`src/rtl/add_pkg.sv`:
```
// add_pkg: shared slice width and sequencer state encoding for the wide adder
package add_pkg;
    localparam int SLICE_W = 16;
    typedef enum logic [1:0] {IDLE, RUN, DONE} add_seq_state_t;
endpackage

```
`src/rtl/add16.sv`:
```
// add16: 16-bit slice adder with carry in and carry out
module add16 (
    input  logic [15:0] a,
    input  logic [15:0] b,
    input  logic        cin,
    output logic [15:0] sum,
    output logic        cout
);
    assign {cout, sum} = a + b + cin;
endmodule

```
`src/rtl/add_seq_wide.sv`:
```
// add_seq_wide: multi-cycle wide adder streaming one 16-bit slice per cycle through add16
module add_seq_wide
    import add_pkg::*;
#(
    parameter int WORDS = 4
) (
    input  logic                     clk,
    input  logic                     reset,
    input  logic                     in_valid,
    output logic                     in_ready,
    input  logic [SLICE_W*WORDS-1:0] a,
    input  logic [SLICE_W*WORDS-1:0] b,
    input  logic                     cin,
    output logic                     out_valid,
    input  logic                     out_ready,
    output logic [SLICE_W*WORDS-1:0] sum,
    output logic                     cout
);
    localparam int W  = SLICE_W * WORDS;
    localparam int IW = WORDS > 1 ? $clog2(WORDS) : 1;

    add_seq_state_t      state, next;
    logic [W-1:0]        a_sh, b_sh;
    logic                carry;
    logic [IW-1:0]       idx;
    logic [SLICE_W-1:0]  s16;
    logic                c16;
    logic                last;

    assign last = idx == IW'(WORDS - 1);

    add16 u_add16 (
        .a   (a_sh[SLICE_W-1:0]),
        .b   (b_sh[SLICE_W-1:0]),
        .cin (carry),
        .sum (s16),
        .cout(c16)
    );

    // state register; reset aborts any in-flight operation
    always_ff @(posedge clk or posedge reset) begin
        if (reset) state <= IDLE;
        else       state <= next;
    end

    // next-state and handshake outputs; in_ready is masked while reset is held
    always_comb begin
        next      = state;
        in_ready  = (state == IDLE) && !reset;
        out_valid = state == DONE;
        unique case (state)
            IDLE:    next = in_valid ? RUN : IDLE;
            RUN:     next = last ? DONE : RUN;
            DONE:    next = out_ready ? IDLE : DONE;
            default: next = IDLE;
        endcase
    end

    // operand capture, slice shifting, carry chaining and result assembly
    always_ff @(posedge clk or posedge reset) begin
        if (reset) begin
            a_sh  <= '0;
            b_sh  <= '0;
            carry <= 1'b0;
            idx   <= '0;
            sum   <= '0;
            cout  <= 1'b0;
        end else if (state == IDLE && in_valid) begin
            a_sh  <= a;
            b_sh  <= b;
            carry <= cin;
            idx   <= '0;
        end else if (state == RUN) begin
            sum[idx*SLICE_W +: SLICE_W] <= s16;
            carry <= c16;
            a_sh  <= a_sh >> SLICE_W;
            b_sh  <= b_sh >> SLICE_W;
            idx   <= idx + 1'b1;
            if (last) cout <= c16;
        end
    end
endmodule

```
`config.mk`:
```
export PLATFORM = sky130hd
export DESIGN_NAME = add_seq_wide
export DESIGN_NICKNAME = d
export VERILOG_FILES = /design/src/rtl/add_pkg.sv /design/src/rtl/add16.sv /design/src/rtl/add_seq_wide.sv
export SDC_FILE = /design/constraint.sdc
export NUM_CORES = 1
export LEC_CHECK = 0
export ABC_CLOCK_PERIOD_IN_PS = 5800
export CAP_MARGIN = 30
export CORE_ASPECT_RATIO = 2
export CORE_MARGIN = 4
export CORE_UTILIZATION = 47
export DETAILED_ROUTE_END_ITERATION = 6
export GPL_TIMING_DRIVEN = 0
export PLACE_DENSITY = 0.84
export SYNTH_ARGS = -nofsm -noshare
export SYNTH_HDL_FRONTEND = slang
export SYNTH_HIERARCHICAL = 1
export SYNTH_SLANG_ARGS = --single-unit
```
`constraint.sdc`:
```
create_clock -name clk -period 5.8 [get_ports clk]
set_input_delay 0.58 -clock clk [delete_from_list [all_inputs] [get_ports clk]]
set_output_delay 0.58 -clock clk [all_outputs]
set_load 0.01 [all_outputs]
```
# Word-level counts from Yosys, hierarchy flattened
# Cells that the tools add are included.
[totals] ff_bits=198 input_bits=133 output_inout_bits=67 elab_cells=37
[classes] n_addsub=4 eq_ne=3 shifts=2 n_mux=13 bitwise=1 n_reduce_logical=7
[ops] op="$mux 64" n=4
[ops] op="$bwmux 64" n=1
[ops] op="$shift 16x34->64 const A" n=1
[ops] op="$shiftx 16x34->64" n=1
[ops] op="$neg 6->34" n=1
[ops] op="$add 16x16->17" n=1
[ops] op="$add 17x1->17" n=1
[ops] op="$mux 2" n=4
[ops] op="$pmux 2 s3" n=1
[ops] op="$eq 2x2->1 const B" n=2
[ops] op="$mux 1" n=3
[ops] op="$reduce_and 3->1" n=1
[ops] op="$add 2x1->2 const B" n=1
[ops] op="$eq 2x1->1 const B" n=1
[ops] op="$logic_and 1x1->1" n=2
[ops] op="$logic_not 2->1" n=1
[ops] op="$reduce_and 2->1" n=1
[ops] op="$reduce_bool 2->1" n=1
[ops] op="$logic_not 1->1" n=1
[ops] op="$not 1->1" n=1

# Depth between registers and ports, before layout
# Gate-level depths: netlist of the first run.
[depth] ltp_word=4 depth_mapped=9 ltp_nobuf=9

# Hierarchy
# The synthesis of the first run kept the hierarchy.
[by_module_without_submodules] module="add_seq_wide" n_inst=1 cells_each=884 area_each_um2=8854.7 seq_area_each_um2=4954.8
[by_module_without_submodules] module="add16" n_inst=1 cells_each=114 area_each_um2=812.0 seq_area_each_um2=0.0

# Worst setup path before layout of the first run
# Ideal clock, no wire load.
[synth_timing] path_type="register to register" from="register a_sh[0]" to="register sum[14]" setup_ns=0.121 t_arrival_ns=2.605 required_time_ns=5.679 setup_slack_ns=3.074 path_stages_with_launch=9 path_buffers=0 synth_period_minus_slack_ns=2.726 path_cell_list="dfrtp_1 -> fa_1 -> fa_1 -> a21o_2 -> a31o_4 -> nand2_2 -> nor4_1 -> or4_1 -> a22o_1"
[synth_between] elab_chain_len=4
[synth_lines] element="start, declared" line_no="add_seq_wide.sv:23" text="logic [W-1:0] a_sh, b_sh;"
[synth_lines] element="start signal, assigned" line_no="add_seq_wide.sv:76" text="a_sh <= a_sh >> SLICE_W;"
[synth_lines] element="$add 16x16->17" line_no="add16.sv:9" text="assign {cout, sum} = a + b + cin;"
[synth_lines] element="$add 17x1->17" line_no="add16.sv:9"
[synth_lines] element="via s16[14]" line_no="add_seq_wide.sv:26" text="logic [SLICE_W-1:0] s16;"
[synth_lines] element="$shiftx 16x34->64" line_no="add_seq_wide.sv:74" text="sum[idx*SLICE_W +: SLICE_W] <= s16;"
[synth_lines] element="$bwmux 64" line_no="add_seq_wide.sv:74"
[synth_lines] element="end signal, assigned" line_no="add_seq_wide.sv:66" text="sum <= '0;"
[synth_lines] element="end signal, assigned by index" line_no="add_seq_wide.sv:74"
[synth_lines] element="end, declared" line_no="add_seq_wide.sv:16" text="output logic [SLICE_W*WORDS-1:0] sum,"
# The timed path passes the listed nets, and every way through them passes these cells.
# A chain may end at the register's enable or synchronous reset.

# Final worst setup path of the first run
[layout_timing] from="register a_sh[0]" to="register sum[24]"
# Same word-level chain as after synthesis.

==> results of run 1 <==
[sequential cells by signal, indices dropped and copies added, names as in the netlist]
| register | flops |
|---|---|
| a_sh | 64 |
| b_sh | 64 |
| idx | 2 |
| state | 2 |
| carry | 1 |
| cout | 1 |
| sum | 64 |
[routing by layer]
metal | GRT usage (%) | part of all wire, %
met4 | 18.9 | 7.5
met3 | 4.04 | 4.5
met1 | 26.5 | 33
met2 | 48.4 | 55
met5 | 0 | 0
[area by class of cell]
class / count / area (um2) / area share (%)
Inverter: 9 / 37.5 / 0.295
Clock inverter: 15 / 188 / 1.48
Buffer: 81 / 403 / 3.17
Timing Repair Buffer: 205 / 2100 / 16.5
Tap cell: 266 / 333 / 2.62
Sequential cell: 198 / 4950 / 39.0
Multi-Input combinational cell: 710 / 4280 / 33.6
Clock buffer: 17 / 425 / 3.35
[stage by stage]
stage | utilization, % | total power [mW]
floorplan | - | 5.03
global placement | 58.9 | 6.31
detailed placement | 59.4 | 6.50
CTS | 62.4 | 7.76
global route | 62.4 | 8.31
finish | 62.4 | 7.80
[critical path, stage by stage (launching register included)]
cell,delay (ns)
dfrtp_1,0.43
fa_1,0.50
fa_1,0.42
a21o_2,0.26
a31o_4,0.26
a211oi_1,0.28
nor2_1,0.10
xor2_1,0.52
nand3_1,0.15
o21ai_0,0.16
[power groups by stage]
stage               logic [mW]  clock network, mW  registers [mW]
finish                    4.04               1.24            2.53
global route              4.43               1.30            2.58
CTS                       4.00               1.25            2.51
detailed placement        3.96                  0            2.53
global placement          3.81                  0            2.50
floorplan                 2.59                  0            2.44
[logic make-up (layout without fill, tap and decap cells)]
kind of cell | count (synthesis) | in the layout | share of synthesized area (%)
and+or+nand+nor | 434 | 434 | 22.9
AOI/OAI and AO/OA | 241 | 241 | 17.0
buffers and inverters | 90 | 327 | 4.52
adders and majority gates | 22 | 22 | 3.00
xor gates and xnor gates | 10 | 10 | 0.906
muxes | 3 | 3 | 0.324
DFF | 198 | 198 | 51.3
[path summary, 6_finish.rpt]
kind	start	end	slack, ns	cells past startpoint
max	a_sh[0]	sum[24]	2.65	9
min reg2reg	sum[38]	sum[38]	0.48	2
min in group asynchronous	reset	a_sh[50]	0.55	2
min	sum[38]	sum[38]	0.48	2
max in group asynchronous	reset	sum[58]	4.42	4
max reg2reg	a_sh[0]	sum[24]	2.65	9
[placed cells by master, fill, tap and decap left out, types with 6 or more instances in the layout]
cell	synthesis	routed
nor3_1	53	53
dfrtp_1	198	198
ha_1	20	20
o22ai_1	52	52
nand2_1	144	144
o21ai_0	72	72
clkdlybuf4s50_1	0	199
a21oi_1	15	15
o32ai_1	49	49
buf_2	30	31
inv_1	8	7
nor2_1	109	109
buf_6	6	6
nor3b_1	94	94
clkbuf_1	39	39
clkbuf_16	0	17
a22o_1	20	20
a22o_2	9	9
==> impl_results.md, run 1 <==
- Number of diodes: 0
- Number of global-route vias before repair: slightly above 9000
- Fmax: 318 MHz
- Nets@finish: around 1400
- Layout cells sized above 1: a little under 9%
- Die Y: between 200 and 250 um
- Hold Vio Cnt, Final: 0
- Fin crit share: 54.3%
- Filler cells: around 1700
- Postcts setup bufs: 0
- Switching part of the total: about 44%
- Worst-path clk slew: roughly 0.080 ns
- Boundary pin count: 200
- Worst-margin pin slew: about 0.9 ns
- Clock Sink Count: 198
- Seq/Total Area, Yosys: 51.3%
- Top-area cell type share of the netlist area: roughly half
- Rows: 74
- Clock buffer depth: 2
- Clock power share: between 10% and 20%
- Worst Setup Path Type: reg2reg
- Setup_tns: 0 ns
- Vias per cell: roughly 5.8
- Via Count: 8645
- Final Non-Filler Cells: 1501
- Clock latency on the worst-skew pair: approximately 0.44 ns
- WHS: around 0.48 ns
- Int Power: 4.35 mW
- Fraction of registers with async set/reset: 100%
- Top-count cell post-synth: dfrtp_1
- CP Max Fanout: 4
- Setup crit end kind: flop
- Worst Skew: about 0.015 ns
- Synth area leader: dfrtp_1
- Port bufs: a little under 200
- Cts repair resizes: 0
- CTS Hold Bufs: 0
- HPWL after detailed placement: approximately 24000 um
- Initial antenna violation count: 0
- Crit path required time: 6.16 ns
- Commonest cells post-synth: dfrtp_1, nand2_1, nor2_1
- Syn-to-layout area delta: 31.5%
- Prevailing post-synth register cell: dfrtp_1
- Hold WC Path Type: reg2reg
- Placed cell areas: around 12000 um2
- Endpoints failing setup: 0
- Worst setup SP type: flop
- Status: completed
- Starting Density: about 47%
- Synth area leaders: dfrtp_1, nor3b_1, nand2_1, o32ai_1, nor2_1
- #FFs+latches synth: 198
- ANT nets after route: 0
- GRT Total Usage: a little over a quarter
- Place WS: ~2.7 ns
- CTS tree: built
- Unique masters post-synth: 60
- Total wire length: slightly below 30000 um
- Syn_nets: ~1200
- Post-synth design cell area: a little under 10000 um2
- First-pass GRT wire length: 46700 um
- Comb pwr share: slightly above 50%
- Core ar.: 20400 um2
- Final instance area: 12700 um2
- CP arrival: 3.51 ns
- Post-synthesis cell count: between 900 and 1000
- H-tree levels: 4
- Final min period: 3.15 ns
- Max-Cap Viols: 0
- Gpl congestion: 0.860
- Pin count of the biggest net entering global routing: 43
- Final slew viol count: 0
- Die span in x: between 100 and 150 um
- Wire per inst: just under 20 um
- Drt pass-1 iters: 5
- Leak: a little over 5 nW
- Post-Synthesis Mean Instance Area: about 9.7 um2
- Rel. slew slack: 39.0%
- Placed cell count: ~1500
- Total grt overflow: 0
- RSZ-0062 raised after global routing: false
- Synth warnings: 6
- Total CTS buffers: 17
- DRC errors left: 0
- Maximum vdd drop: ~0.27 mV
- Net Sw Power: 3.45 mW
- Power Density: approximately 610 nW/um2
- EDFF count, synth: 0
- Root Buffer: clkbuf_16
- Initial DRC count: around 550
- Slack of the critical path: roughly 2.7 ns
- Sequential Power Share: about a third
- Die area: around 23000 um2
Note: power is estimated with default switching activity, not from simulation.
==> run 2: changes to the inputs <==
ABC_CLOCK_PERIOD_IN_PS = 2890   (was 5800)
clock period = 2.89 ns   (was 5.8 ns; I/O delays follow)
==> impl_results.md, run 2 (same netlist as run 1, synthesis figures left out) <==
- Final slew viol count: 0
- Clock latency on the worst-skew pair: 0.44 ns
- Placed cell count: ~1500
- Hold Vio Cnt, Final: 0
- HPWL after detailed placement: roughly 24000 um
- Placed cell areas: about 12000 um2
- Vias per cell: slightly below 6
- RSZ-0062 raised after global routing: false
- Worst Setup Path Type: reg2reg
- CTS tree: built
- Layout cells sized above 1: under 10%
- Initial DRC count: 590
- ANT nets after route: 0
- CTS Hold Bufs: 0
- Max-Cap Viols: 0
- Place WS: -0.204 ns
- Die span in x: roughly 110 um
- Critical path depth in cells: 8
- Crit-path cells: fa_2 > fa_2 > a21o_2 > a31o_4 > nand2_2 > nor4_1 > or4_4 > a22o_1
- DRC errors left: 0
- CP arrival: 3.14 ns
- Syn-to-layout area delta: 32.2%
- Regs by FF count: a_sh (64), b_sh (64), sum (64)
- Worst Skew: between 0.01 and 0.015 ns
- Worst setup SP type: flop
- Commonest non-fill, non-tap cells in the layout: clkdlybuf4s50_1, dfrtp_1, nand2_1
- Most common library cell in the layout ignoring fill and taps: clkdlybuf4s50_1
- Die area: approximately 23000 um2
- Clock Sink Count: 198
- Core ar.: between 20000 and 25000 um2
- Power Density: approximately 1200 nW/um2
- Rows: 74
- GRT Total Usage: 26.5%
- Critical path's most frequent cell: fa_2
- Final Util: 62.7%
- CP Max Fanout: 4
- Drt pass-1 iters: 5
- Die Y: around 210 um
- Initial antenna violation count: 0
- CP top delay family: adder cells
- Hold WC Path Type: in2async
- Worst path max stage delay: 0.57 ns
- Slack of the critical path: roughly 0.063 ns
- Number of global-route vias before repair: about 9000
- Final instance area: roughly 13000 um2
- Fmax: 354 MHz
- Root Buffer: clkbuf_16
- Starting Density: a little under half
- H-tree levels: 4
- Final min period: between 2 and 3 ns
- Total wire length: 29800 um
- Via Count: between 8000 and 9000
- Wire per inst: 19.9 um
- Fin crit share: 97.8%
- Maximum vdd drop: between 0.5 and 0.6 mV
- Endpoints failing setup: 0
- Worst-path clk slew: 0.08 ns
- Reg2reg path depth: 8
- Boundary pin count: 200
- Nets@finish: 1379
- Crit-path slowest cell: or4_4
- Number of diodes: 0
- Leak: 5.13 nW
- Pin count of the biggest net entering global routing: 43
- Buf/Inv on CP: 0
- Crit path required time: ~3.2 ns
- Worst-margin pin slew: 0.674 ns
- Setup crit end kind: flop
- Clock buffer depth: 2
- Total CTS buffers: 17
- Port bufs: a little under 200
- Total grt overflow: 0
- Setup_tns: 0 ns
- Status: completed
- First-pass GRT wire length: around 47000 um
- Final Non-Filler Cells: 1503
- Gpl congestion: approximately 0.86
- Rel. slew slack: a little over half
## run 2: layer usage
layer  vias to the layer above  GRT usage, %  part of all wire (%)
met5                         -             0                     0
met4                         0          19.0                   7.9
met3                       114          4.13                   5.1
met2                       382          48.4                    55
met1                      4195          26.4                    33
li1                       4048             -                     -
## run 2: repair_timing
item,in CTS,in global routing
pin swaps,0,1
setup buffers,1,1
gates resized for setup,5,6
setup endpoints to repair,16,14
## run 2: final cells by class
cell class                      count  area [um2]
Tap cell                          266         333
Clock buffer                       17         425
Timing Repair Buffer              207        2110
Clock inverter                     15         188
Inverter                            9        37.5
Fill cell                        1665        7590
Sequential cell                   198        4950
Multi-Input combinational cell    710        4330
Buffer                             81         403
## run 2: path summary, 6_finish.rpt
check                           slack (ns)       end     from
worst max-delay path                  0.06   sum[62]  a_sh[0]
worst min-delay path                  0.27  a_sh[50]    reset
worst max register to register        0.06   sum[62]  a_sh[0]
worst min register to register        0.48   sum[38]  sum[38]
max in group asynchronous             1.80   sum[58]    reset
min in group clk                      0.38  a_sh[52]    a[52]
## run 2: per-stage QoR
stage | total power [mW] | hold WS [ns]
2_1_floorplan | 10.1 | 0.375
3_3_place_gp | 12.7 | 0.461
3_5_place_dp | 13.0 | 0.470
4_1_cts | 15.7 | 0.265
5_1_grt | 17.0 | 0.282
6_report | 15.9 | 0.266
## run 2: worst register-to-register path: stages (launching register included)
cell and delay (ns):
dfrtp_1 0.43, fa_2 0.44, fa_2 0.36, a21o_2 0.25, a31o_4 0.27, nand2_2 0.10
nor4_1 0.07, or4_4 0.57, a22o_1 0.23
## run 2: where the power goes
| group | internal [mW] | switching (mW) |
|---|---|---|
| combinational | 3.52 | 4.84 |
| clock | 1.32 | 1.16 |
| sequential | 4.06 | 1.02 |
==> run 3: changes to the inputs <==
TNS_END_PERCENT = 5   (was unset)
==> impl_results.md, run 3 (same netlist as run 1, synthesis figures left out) <==
- Initial antenna violation count: 0
- Slack of the critical path: 0.0716 ns
- Leak: roughly 5 nW
- Maximum vdd drop: around 0.55 mV
- Vias per cell: around 5.8
- CTS Hold Bufs: 0
- Most common library cell in the layout ignoring fill and taps: clkdlybuf4s50_1
- Final Non-Filler Cells: 1503
- Final min period: ~2.8 ns
- Clock buffer depth: 2
- Crit path required time: 3.21 ns
- Total wire length: approximately 30000 um
- Max-Cap Viols: 0
- Status: completed
- Drt pass-1 iters: 5
- Power Density: 1240 nW/um2
- HPWL after detailed placement: around 24000 um
- Total grt overflow: 0
- Worst-margin pin slew: about 0.67 ns
- Number of diodes: 0
- Hold Vio Cnt, Final: 0
- GRT Total Usage: a little over a quarter
- Layout cells sized above 1: a little under a tenth
- Setup crit end kind: flop
- Fin crit share: between 90 and 100%
- RSZ-0062 raised after global routing: false
- Rel. slew slack: 55.5%
- Fmax: between 300 and 400 MHz
- Max layer used: met4
- Root Buffer: clkbuf_16
- Commonest non-fill, non-tap cells in the layout: clkdlybuf4s50_1, dfrtp_1, nand2_1
- H-tree levels: 4
- Clock Sink Count: 198
- Hold WC Path Type: in2async
- Total CTS buffers: 17
- Final Util: between 60 and 70%
- Clock latency on the worst-skew pair: between 0.4 and 0.5 ns
- Pwr Total: 15.9 mW
- Worst Skew: approximately 0.015 ns
- Port bufs: 199
- Wire per inst: approximately 20 um
- Worst-path clk slew: 0.08 ns
- ANT nets after route: 0
- CP Max Fanout: 4
- DR WL met3: between 1000 and 1500 um
- CTS tree: built
- Final slew viol count: 0
- Die span in x: between 100 and 150 um
- WHS: about 0.27 ns
- Endpoints failing setup: 0
- Total length of routed met2 wires: 16200 um
- Place WS: -0.204 ns
- Syn-to-layout area delta: 32.2%
- CP arrival: ~3.1 ns
- Number of global-route vias before repair: between 9000 and 10000
- First-pass GRT wire length: around 47000 um
- Die Y: 211 um
- Starting Density: 47.5%
- Gpl congestion: roughly 0.86
- Boundary pin count: 200
- Pin count of the biggest net entering global routing: 43
- DRC errors left: 0
- Die area: roughly 23000 um2
- Worst setup SP type: flop
- Initial DRC count: between 500 and 600
- Reg2reg path depth: 8
- Filler cells: 1666
- Placed cell areas: 12100 um2
- Worst Setup Path Type: reg2reg
- Via Count: between 8000 and 9000
- Regs by FF count: a_sh (64), b_sh (64), sum (64)
- Rows: 74
- Setup_tns: 0 ns
- Nets@finish: 1379
- Wl on met1: around 10000 um
- Final instance area: 12800 um2
- Core ar.: 20400 um2
- Placed cell count: between 1000 and 1500
==> run 3: power breakdown <==
part           leakage, nW  internal [mW]  switching [mW]
Sequential            2.48           4.06            1.02
Clock                0.296           1.32            1.17
Combinational         2.36           3.52            4.82
Total                 5.13           8.90            7.00
==> run 3: final timing paths <==
kind	startpoint	endpoint	slack, ns
setup / recovery	a_sh[0]	sum[62]	0.07
hold / removal	reset	a_sh[50]	0.27
setup reg to reg	a_sh[0]	sum[62]	0.07
hold reg to reg	sum[41]	sum[41]	0.48
max in group asynchronous	reset	sum[58]	1.79
min in group clk	a[52]	a_sh[52]	0.37
==> run 3: metal layers <==
metal / up-vias / global-route usage [%]
met5: - / 0
met2: 384 / 48.3
met1: 4157 / 26.4
met3: 118 / 3.85
li1: 4043 / -
met4: 0 / 19.4
==> run 3: final cells by class <==
class                           instances  area [um2]  share of cell area, %
Inverter                                9        37.5                  0.294
Buffer                                 81         403                   3.15
Clock buffer                           17         425                   3.33
Timing Repair Buffer                  207        2110                   16.5
Clock inverter                         15         188                   1.47
Multi-Input combinational cell        710        4320                   33.8
Tap cell                              266         333                   2.61
Sequential cell                       198        4950                   38.8
==> run 3: critical path, stage by stage (launching register included) <==
cell and delay, ns:
dfrtp_1 0.43, fa_2 0.43, fa_2 0.36, a21o_2 0.25
a31o_4 0.27, nand2_2 0.10, nor4_1 0.06, or4_4 0.57
a22o_1 0.23
==> run 3: timing repair <==
action	4_1_cts	5_1_grt
gates resized for setup	6	4
setup endpoints to repair	16	12
endpoints found under the hold margin	0	0
pin swaps	0	0
gates cloned	0	0
buffers inserted	0	2
